### src/rtl/rtc_pkg.sv
// Shared constants for the IEEE 1588 real-time clock core.
//   RTC_NS_W / RTC_NSF_W : integer ns and sub-ns fraction widths of the time-of-day counter
//   RTC_SEC_W            : seconds counter width
//   RTC_PER_NS_W / _F_W  : integer and fraction widths of the 8.32 period
//   RTC_DS_W             : period fraction bits folded in by the delta-sigma accumulator
//   RTC_MODULO_DEFAULT   : nominal ns rollover (1e9 ns in 30.8 format)
package rtc_pkg;

  localparam int unsigned RTC_NS_W     = 30;
  localparam int unsigned RTC_NSF_W    = 8;
  localparam int unsigned RTC_SEC_W    = 48;
  localparam int unsigned RTC_PER_NS_W = 8;
  localparam int unsigned RTC_PER_F_W  = 32;
  localparam int unsigned RTC_DS_W     = 24;

  // Derived widths.
  localparam int unsigned RTC_TNS_W = RTC_NS_W + RTC_NSF_W;         // 38, 30.8 time of day
  localparam int unsigned RTC_PER_W = RTC_PER_NS_W + RTC_PER_F_W;   // 40, 8.32 period
  localparam int unsigned RTC_INC_W = RTC_PER_W - RTC_DS_W;         // 16, 8.8 increment

  localparam logic [RTC_TNS_W-1:0] RTC_MODULO_DEFAULT = 38'd256_000000000;

endpackage

### src/rtl/rtc_delta_sigma.sv
// First-order delta-sigma accumulator for the period fraction bits that the 8.8 time counter
// cannot represent. Each cycle frac is added to the accumulator; the overflow is the carry that
// the time counter adds as one extra 1/256 ns, so the long-term rate is exact.
//   clk   in   RTC clock
//   rst   in   asynchronous active-high reset
//   frac  in   low RTC_DS_W bits of the effective period
//   carry out  overflow of acc + frac this cycle (combinational)
module rtc_delta_sigma
  import rtc_pkg::*;
(
  input  logic                clk,
  input  logic                rst,
  input  logic [RTC_DS_W-1:0] frac,
  output logic                carry
);

  logic [RTC_DS_W-1:0] ds_acc_q;
  logic [RTC_DS_W:0]   ds_sum;

  assign ds_sum = {1'b0, ds_acc_q} + {1'b0, frac};
  assign carry  = ds_sum[RTC_DS_W];

  always_ff @(posedge clk or posedge rst) begin
    if (rst) begin
      ds_acc_q <= '0;
    end else begin
      ds_acc_q <= ds_sum[RTC_DS_W-1:0];
    end
  end

endmodule

### src/rtl/rtc_timer_core.sv
// Free-running IEEE 1588 RTC: 48-bit seconds plus 30.8 nanoseconds, advanced every cycle by a
// programmable 8.32 ns period, with optional timed phase adjustment.
// Build option: define RTC_DELTA_SIGMA_EN to fold the low 24 period fraction bits in through a
// delta-sigma accumulator; otherwise those bits are truncated.
//   clk, rst          RTC clock, asynchronous active-high reset
//   time_ld           load time of day (time_reg_ns_in / time_reg_sec_in) this cycle
//   period_ld         load period_in (8.32 ns)
//   time_acc_modulo   ns rollover value, 30.8 format, quasi-static
//   adj_ld            start timed adjustment: period_adj added for adj_ld_data increments
//   time_reg_ns/_sec  registered current time of day
module rtc_timer_core
  import rtc_pkg::*;
(
  input  logic                 rst,
  input  logic                 clk,
  input  logic                 time_ld,
  input  logic [RTC_TNS_W-1:0] time_reg_ns_in,
  input  logic [RTC_SEC_W-1:0] time_reg_sec_in,
  input  logic                 period_ld,
  input  logic [RTC_PER_W-1:0] period_in,
  input  logic [RTC_TNS_W-1:0] time_acc_modulo,
  input  logic                 adj_ld,
  input  logic [31:0]          adj_ld_data,
  input  logic [RTC_PER_W-1:0] period_adj,
  output logic [RTC_TNS_W-1:0] time_reg_ns,
  output logic [RTC_SEC_W-1:0] time_reg_sec
);

  logic [RTC_PER_W-1:0] period_q, period_d;
  logic [RTC_PER_W-1:0] adj_period_q, adj_period_d;
  logic [31:0]          adj_cnt_q, adj_cnt_d;
  logic [RTC_TNS_W-1:0] ns_q, ns_d;
  logic [RTC_SEC_W-1:0] sec_q, sec_d;

  logic                 adj_active;
  logic [RTC_PER_W-1:0] time_adj_08n_32f;
  logic                 carry;
  logic [RTC_INC_W-1:0] inc;
  logic [RTC_TNS_W:0]   ns_sum;
  logic [RTC_TNS_W:0]   ns_sub;
  logic                 ns_wrap;

  assign adj_active       = (adj_cnt_q != 32'd0);
  assign time_adj_08n_32f = period_q + (adj_active ? adj_period_q : '0);

`ifdef RTC_DELTA_SIGMA_EN
  rtc_delta_sigma u_delta_sigma (
    .clk   (clk),
    .rst   (rst),
    .frac  (time_adj_08n_32f[RTC_DS_W-1:0]),
    .carry (carry)
  );
`else
  logic unused_frac;
  assign unused_frac = ^time_adj_08n_32f[RTC_DS_W-1:0];
  assign carry       = 1'b0;
`endif

  assign inc = time_adj_08n_32f[RTC_PER_W-1:RTC_DS_W] + {{(RTC_INC_W-1){1'b0}}, carry};

  // One spare bit so ns + inc cannot overflow before the rollover compare.
  assign ns_sum  = {1'b0, ns_q} + {{(RTC_TNS_W+1-RTC_INC_W){1'b0}}, inc};
  assign ns_sub  = ns_sum - {1'b0, time_acc_modulo};
  assign ns_wrap = (ns_sum >= {1'b0, time_acc_modulo});

  always_comb begin
    period_d = period_ld ? period_in : period_q;
  end

  // A new adj_ld reloads any adjustment in progress instead of decrementing it.
  always_comb begin
    adj_period_d = adj_period_q;
    adj_cnt_d    = adj_cnt_q;
    if (adj_ld) begin
      adj_period_d = period_adj;
      adj_cnt_d    = adj_ld_data;
    end else if (adj_active) begin
      adj_cnt_d = adj_cnt_q - 32'd1;
    end
  end

  always_comb begin
    ns_d  = ns_q;
    sec_d = sec_q;
    if (time_ld) begin
      ns_d  = time_reg_ns_in;
      sec_d = time_reg_sec_in;
    end else if (ns_wrap) begin
      ns_d  = ns_sub[RTC_TNS_W-1:0];
      sec_d = sec_q + {{(RTC_SEC_W-1){1'b0}}, 1'b1};
    end else begin
      ns_d = ns_sum[RTC_TNS_W-1:0];
    end
  end

  always_ff @(posedge clk or posedge rst) begin
    if (rst) begin
      period_q     <= '0;
      adj_period_q <= '0;
      adj_cnt_q    <= '0;
      ns_q         <= '0;
      sec_q        <= '0;
    end else begin
      period_q     <= period_d;
      adj_period_q <= adj_period_d;
      adj_cnt_q    <= adj_cnt_d;
      ns_q         <= ns_d;
      sec_q        <= sec_d;
    end
  end

  assign time_reg_ns  = ns_q;
  assign time_reg_sec = sec_q;

endmodule

### config.mk
export PLATFORM = sky130hd
export DESIGN_NAME = rtc_timer_core
export DESIGN_NICKNAME = d
export VERILOG_FILES = /design/src/rtl/rtc_pkg.sv /design/src/rtl/rtc_delta_sigma.sv /design/src/rtl/rtc_timer_core.sv
export SDC_FILE = /design/constraint.sdc
export NUM_CORES = 1
export LEC_CHECK = 0
export ABC_AREA = 1
export BUFFER_PORTS_ARGS = -buffer_cell sky130_fd_sc_hd__buf_2
export CAP_MARGIN = 0
export CORE_MARGIN = 5
export CORE_UTILIZATION = 52
export DETAILED_ROUTE_END_ITERATION = 8
export HOLD_SLACK_MARGIN = 0.12
export PLACE_DENSITY = 0.79
export REMOVE_ABC_BUFFERS = 1
export SLEW_MARGIN = 0
export SYNTH_ARGS = -nofsm -noshare
export SYNTH_HDL_FRONTEND = slang
export SYNTH_SLANG_ARGS = --single-unit
### constraint.sdc
create_clock -name clk -period 6.4 [get_ports clk]
set_input_delay 0.64 -clock clk [delete_from_list [all_inputs] [get_ports clk]]
set_output_delay 0.64 -clock clk [all_outputs]
set_load 0.02 [all_outputs]
### Word-level counts from Yosys, hierarchy flattened

Cells that the tools add are included.

| storage, ports and cells | value |
|---|---|
| memories | 0 |
| register bits | 198 |
| input port bits | 241 |
| bits in latches | 0 |
| word-level logic and storage cells | 21 |
| output and inout port bits | 86 |
| RAM bits | 0 |
| ROM bits | 0 |

| operators by class | value |
|---|---|
| shift operators | 0 |
| muxes and demuxes | 7 |
| multipliers | 0 |
| $add $sub $neg | 5 |
| bitwise operators | 0 |
| reduce and logical (&&, ||, !) cells | 3 |
| div/mod/pow operators | 0 |
| $lt $le $gt $ge | 1 |
| equality and inequality tests | 0 |

Operator list:

| cell | count |
|---|---|
| 48-bit two-way mux | 2 |
| 38-bit two-way mux | 2 |
| 32-bit two-way mux | 2 |
| 48-bit by 1-bit adder with 48-bit output (second input constant) | 1 |
| 40-bit adder | 1 |
| 40-bit two-way mux | 1 |
| 38-bit by 16-bit adder with 39-bit output | 1 |
| 39-bit by 38-bit >= comparator with 1-bit output | 1 |
| 38-bit subtractor | 1 |
| 32-bit nonzero test | 1 |
| 32-bit by 1-bit subtractor with 32-bit output (second input constant) | 1 |
| 2-bit nonzero test | 2 |

### Logic depth before layout (Yosys ltp)

| depth | value |
|---|---|
| depth after elaboration | 7 |
| depth in mapped cells | 51 |
| depth with buffers taken out | 49 |

### Worst setup path after synthesis

No wires, ideal clock.

| path | value |
|---|---|
| kind | reg-to-reg |
| start | register adj_cnt_q[0] |
| end | register sec_q[22] (netlist: time_reg_sec[22]) |
| period minus slack after synthesis | 5808 ps |
| data required time | 6279 ps |
| path slack | 592 ps |
| cell stages (with the launch flop) | 40 |
| path buffers | 3 |
| data arrival time | 5687 ps |
| setup time | 121 ps |
| cell sequence | dfrtp_1 > inv_1 > ha_1 > nand2_1 > nor2_1 > nand4_1 > nor2_4 > clkbuf_1 > nor2_1 > ha_1 > a21oi_1 > inv_1 > a21oi_1 > a21boi_0 > nor2_1 > nor2_1 > nand2_1 > nand2_1 > (+4 left out) > o211ai_1 > nand2_1 > nand2_1 > nand3_1 > xor2_1 > inv_1 > ha_1 > a21o_1 > a21oi_1 > o21ai_0 > a21oi_1 > nand3_2 > nand3_4 > nand3_4 > buf_6 > buf_6 > nand2_1 > o21ai_2 |

| on the way | value |
|---|---|
| longest elaborated chain between the ends | 6 |

Ends and longest elaborated chain:

| item | RTL line | text |
|---|---|---|
| start, declared | rtc_timer_core.sv:31 | `logic [31:0] adj_cnt_q, adj_cnt_d;` |
| start signal, assigned | rtc_timer_core.sv:106 | `adj_cnt_q <= adj_cnt_d;` |
| 32-bit nonzero test | rtc_timer_core.sv:43 | `assign adj_active = (adj_cnt_q != 32'd0);` |
| 40-bit two-way mux | rtc_timer_core.sv:44 | `assign time_adj_08n_32f = period_q + (adj_active ? adj_period_q : '0);` |
| 40-bit adder | rtc_timer_core.sv:44 |  |
| 38-bit by 16-bit adder with 39-bit output | rtc_timer_core.sv:62 | `assign ns_sum = {1'b0, ns_q} + {{(RTC_TNS_W+1-RTC_INC_W){1'b0}}, inc};` |
| 39-bit by 38-bit >= comparator with 1-bit output | rtc_timer_core.sv:64 | `assign ns_wrap = (ns_sum >= {1'b0, time_acc_modulo});` |
| 2-bit nonzero test (no line) | n/a |  |
| end signal, assigned | rtc_timer_core.sv:102 | `sec_q <= '0;` |
| end signal, assigned | rtc_timer_core.sv:108 | `sec_q <= sec_d;` |
| end, declared | rtc_timer_core.sv:33 | `logic [RTC_SEC_W-1:0] sec_q, sec_d;` |

No other way between the ends.
A chain may end at the register's enable or synchronous reset.

### Worst setup path after layout

| path | value |
|---|---|
| start | register adj_cnt_q[1] |
| end | register sec_q[45] (netlist: time_reg_sec[45]) |

The elaborated chain is that of the path after synthesis.

==> qor.tcl <==
set qor(clkSlewWorstSetupHoldPaths_ns) 0.08
set qor(vias_per_cell) 5.68
set qor(syn_avg_cell_area_um2) 6.65
set qor(cts.sinks) 198
set qor(post_route_clock_skew_ns) 0.0180
set qor(clockRootBuffer) {sky130_fd_sc_hd__clkbuf_16}
set qor(worst_ep_required_time_ns) 6.80
set qor(placed_cells) 3448
set qor(drt.antenna.violating_nets) 0
set qor(postPlaceCellArea_mm2) 0.0203
set qor(ys_async_sr_fraction) 1.00
set qor(holdCritPathClass) {in2async}
set qor(timing.final.crit_share) 1.01
set qor(syn_inst) 2579
set qor(arrival_time_at_the_worst_endpoint_ns) 6.85
set qor(totalWireLength_mm) 66.5
set qor(place_hpwl_mm) 48.2
set qor(core-area_mm2) 0.0325
set qor(netlist_area_mm2) 0.0172
set qor(ff2ff_path_depth) 41
set qor(yosys_register_bits) 198
set qor(critical_path.endpoint_type) {flip-flop}
set qor(floorplan.die_area_mm2) 0.0367
set qor(antenna_found_initial) 4
set qor(grt_pass1_vias) 19000
set qor(max_cap_violations) 0
set qor(placement.setup.worst_slack_ns) -0.232
set qor(first_iter_violations) 1784
set qor(cts_inserted_buffers) 17
set qor(die_h_um) 192
set qor(run_status) {complete, but fails checks}
set qor(post-route-worst-setup-slack_ns) -0.0466
set qor(violations_in_the_final_reports) {negative setup slack}
set qor(timing.rr.start) {adj_cnt_q[1]}
set qor(final_max_slew_viols) 0
set qor(cts_tree) {done}
set qor(hold_viol_final) 0
set qor(io_buffer_count) 326
set qor(timing.slew.headroom) 0.229
set qor(p_per_area_mw_per_mm2) 455
set qor(grt_pass1_wl_mm) 95.1
set qor(detail_route.drc_violations) 0
set qor(power.static_leakage_nw) 11.6
set qor(area_delta_synth_final_pct) 40.0
set qor(num-nets-final) 3430
set qor(cts_buffer_depth) 2
set qor(grt_remaining_overflow) 0
set qor(synth-seq-area-share) 0.289
set qor(clock_latency_of_the_later_clocked_register_in_the_worst_skew_pair_ns) 0.47
set qor(die_width_um) 192
set qor(cts_htree_levels) 4
set qor(yosysUniqueCellTypes) 49
set qor(timing_worst_setup_path_type) {reg2reg}
set qor(grtUsageTotal) 0.322
set qor(totalNegativeSetupSlack_ns) -0.562
set qor(peak_supply_drop_mv) 0.310
set qor(cts.hold.buffers_added) 0
set qor(drt_first_pass_iters) 7
set qor(synth_edf_count) 0
set qor(max_stage_delay_ns) 0.40
set qor(ys_warn_count) 0
set qor(finalSetupViolCount) 32
set qor(rows) 66
set qor(boundaryPins) 327
set qor(finalWeightedCongestion) 1.04
set qor(path_max_fanout) 7
set qor(final_layout_size_suffix_gt1_frac) 0.350
set qor(setup_repair_after_global_routing_missed_its_margin) {yes}
set qor(postLayoutCellArea_mm2) 0.0240
set qor(end_of_the_worst_register_to_register_path) {time_reg_sec[45]}
set qor(routed-via-count) 20200
set qor(post_layout_nonfiller_instances) 3551
set qor(largest_net_degree_at_the_start_of_global_routing) 83
set qor(r2r_slack_ns) -0.05
set qor(cpMaxStageDelayCell) {sky130_fd_sc_hd__dfrtp_1}
set qor(synth-main-ff-cell) {sky130_fd_sc_hd__dfrtp_1}
set qor(worst_pin_slew_ns) 1.16
set qor(drt-wirelength-per-cell_um) 18.7
set qor(effective_utilization_at_floorplan) 0.527
set qor(worstSetupStartpointType) {flip-flop}
set qor(final_period_minus_worst_setup_slack_ns) 6.45
set qor(timing.fmax_ghz) 0.155
## registers in the layout, summed over array words and instances, names as in the netlist
signal,cells
time_reg_sec,48
adj_period_q,40
period_q,40
time_reg_ns,38
adj_cnt_q,32
## placed cells by master (no fill, tap or decap), types with 7 or more instances in the layout
master                        n
sky130_fd_sc_hd__nor3_2      11
sky130_fd_sc_hd__xor2_2      17
sky130_fd_sc_hd__xnor2_1     17
sky130_fd_sc_hd__nor2_1     163
sky130_fd_sc_hd__nand2_1    620
sky130_fd_sc_hd__a21oi_4     12
sky130_fd_sc_hd__nor4_1      14
sky130_fd_sc_hd__nor3_1      48
sky130_fd_sc_hd__o21a_1       8
sky130_fd_sc_hd__a31oi_1      8
sky130_fd_sc_hd__nand2_4     21
sky130_fd_sc_hd__xor2_1      87
sky130_fd_sc_hd__clkbuf_16   25
sky130_fd_sc_hd__inv_2       34
sky130_fd_sc_hd__nor2_2      63
sky130_fd_sc_hd__buf_12       9
sky130_fd_sc_hd__o211ai_1     7
sky130_fd_sc_hd__o21ai_1     34
sky130_fd_sc_hd__nor2_4      37
sky130_fd_sc_hd__a21oi_2     50
sky130_fd_sc_hd__a21oi_1     61
sky130_fd_sc_hd__ha_1        40
sky130_fd_sc_hd__inv_1      313
sky130_fd_sc_hd__buf_6       16
sky130_fd_sc_hd__dfrtp_1    198
sky130_fd_sc_hd__buf_4      200
sky130_fd_sc_hd__o21bai_1     9
sky130_fd_sc_hd__nand4_1     76
sky130_fd_sc_hd__ha_4        48
sky130_fd_sc_hd__buf_2      324
sky130_fd_sc_hd__ha_2         7
sky130_fd_sc_hd__o21ai_2     25
sky130_fd_sc_hd__o21ai_0    131
sky130_fd_sc_hd__nand3_2     17
sky130_fd_sc_hd__a21o_1       9
sky130_fd_sc_hd__mux2_2      40
sky130_fd_sc_hd__nand2_2     74
sky130_fd_sc_hd__nand3_1    145
## how the worst max path moves through the flow
stage | from | endpoint | slack (ns) | cells past startpoint
2_1_floorplan | adj_cnt_q[0] | time_reg_sec[23] | -0.25 | 37
3_3_place_gp | adj_cnt_q[1] | time_reg_ns[18] | -0.13 | 41
3_5_place_dp | adj_cnt_q[1] | time_reg_sec[33] | -0.23 | 36
4_1_cts | adj_cnt_q[1] | time_reg_ns[12] | 0.0009 | 41
5_1_grt | adj_cnt_q[1] | time_reg_sec[27] | -0.32 | 41
6_report | adj_cnt_q[1] | time_reg_sec[45] | -0.05 | 41
## cell usage after synthesis, types with 4 or more instances
master / number / area, um2
sky130_fd_sc_hd__nor2_2: 10 / 62.6
sky130_fd_sc_hd__xnor2_1: 19 / 166
sky130_fd_sc_hd__o21ai_0: 174 / 871
sky130_fd_sc_hd__dfrtp_1: 198 / 4950
sky130_fd_sc_hd__nor2_4: 7 / 78.8
sky130_fd_sc_hd__buf_1: 6 / 22.5
sky130_fd_sc_hd__nand3_2: 4 / 40.0
sky130_fd_sc_hd__inv_1: 343 / 1290
sky130_fd_sc_hd__mux2_2: 40 / 450
sky130_fd_sc_hd__a21boi_0: 9 / 67.6
sky130_fd_sc_hd__or2_2: 4 / 25.0
sky130_fd_sc_hd__ha_1: 95 / 1190
sky130_fd_sc_hd__buf_6: 4 / 45.0
sky130_fd_sc_hd__nand2_2: 5 / 31.3
sky130_fd_sc_hd__o21a_1: 8 / 60.1
sky130_fd_sc_hd__o31ai_1: 4 / 30.0
sky130_fd_sc_hd__buf_2: 13 / 65.1
sky130_fd_sc_hd__inv_2: 6 / 22.5
sky130_fd_sc_hd__o21bai_1: 11 / 82.6
sky130_fd_sc_hd__a31oi_1: 13 / 81.3
sky130_fd_sc_hd__nand3_1: 162 / 811
sky130_fd_sc_hd__nor3_1: 60 / 300
sky130_fd_sc_hd__o211ai_1: 7 / 52.6
sky130_fd_sc_hd__a21oi_1: 122 / 611
sky130_fd_sc_hd__xor2_1: 106 / 928
sky130_fd_sc_hd__nor2_1: 246 / 923
sky130_fd_sc_hd__nand4_1: 76 / 475
sky130_fd_sc_hd__a21o_1: 9 / 67.6
sky130_fd_sc_hd__nand2_1: 710 / 2670
sky130_fd_sc_hd__clkbuf_1: 42 / 158
sky130_fd_sc_hd__o21ai_1: 14 / 70.1
sky130_fd_sc_hd__o221ai_1: 4 / 35.0
sky130_fd_sc_hd__nor4_1: 16 / 100
## cell families (layout without fill, tap and decap cells)
group	after synthesis	count (layout)	synth area share
xor gates and xnor gates	125	125	0.0638
DFF	198	198	0.289
AOI/OAI and AO/OA	386	386	0.124
adders and majority gates	97	97	0.0716
muxes	40	40	0.0263
other	0	4	0
buffers and inverters	416	942	0.0942
and+or+nand+nor	1317	1317	0.331
## critical path: cells and delay by family (launching register included)
kind / cells / cell delay (ns)
AND/OR/NAND/NOR: 22 / 2.78
adder cells (fa/ha/maj): 4 / 1.14
XOR/XNOR: 1 / 0.24
AO/OA/AOI/OAI: 4 / 0.57
buffers and inverters: 10 / 1.19
flip-flops: 1 / 0.40
## per-stage QoR
step	utilization	hold slack, ns	total power, mW
4_1_cts	0.650	0.197	9.40
3_3_place_gp	0.625	0.459	8.00
6_report	0.738	0.191	10.9
3_5_place_dp	0.625	0.472	8.08
2_1_floorplan	-	0.442	5.75
5_1_grt	0.738	0.216	11.6
## timing repair
| action | CTS | global route |
|---|---|---|
| gates cloned | 1 | 10 |
| setup buffers | 4 | 52 |
| endpoints found under the setup margin | 86 | 86 |
| hold endpoints to repair | 0 | 0 |
| gates resized for setup | 49 | 531 |
| pin swaps | 8 | 152 |
## power breakdown
part	switching, mW	internal, mW
combinational	4.71	3.13
sequential	0.375	1.53
clock	0.575	0.598
total	5.66	5.26
## cell type report
cell class                      instances  area (um2)
Clock buffer                           18         429
Inverter                              349        1320
Fill cell                            2547        8520
Tap cell                              442         553
Antenna cell                            4        10.0
Timing Repair Buffer                  561        3740
Sequential cell                       198        4950
Clock inverter                         14         188
Multi-Input combinational cell       1965       12800
## layer usage
metal,GRT usage,part of all wire,vias to the layer above
li1,-,-,9414
met1,0.411,0.39,9431
met2,0.542,0.48,1074
met3,0.0482,0.078,245
met4,0.147,0.054,0
met5,0,0,-
Note: power is estimated with default switching activity, not from simulation.
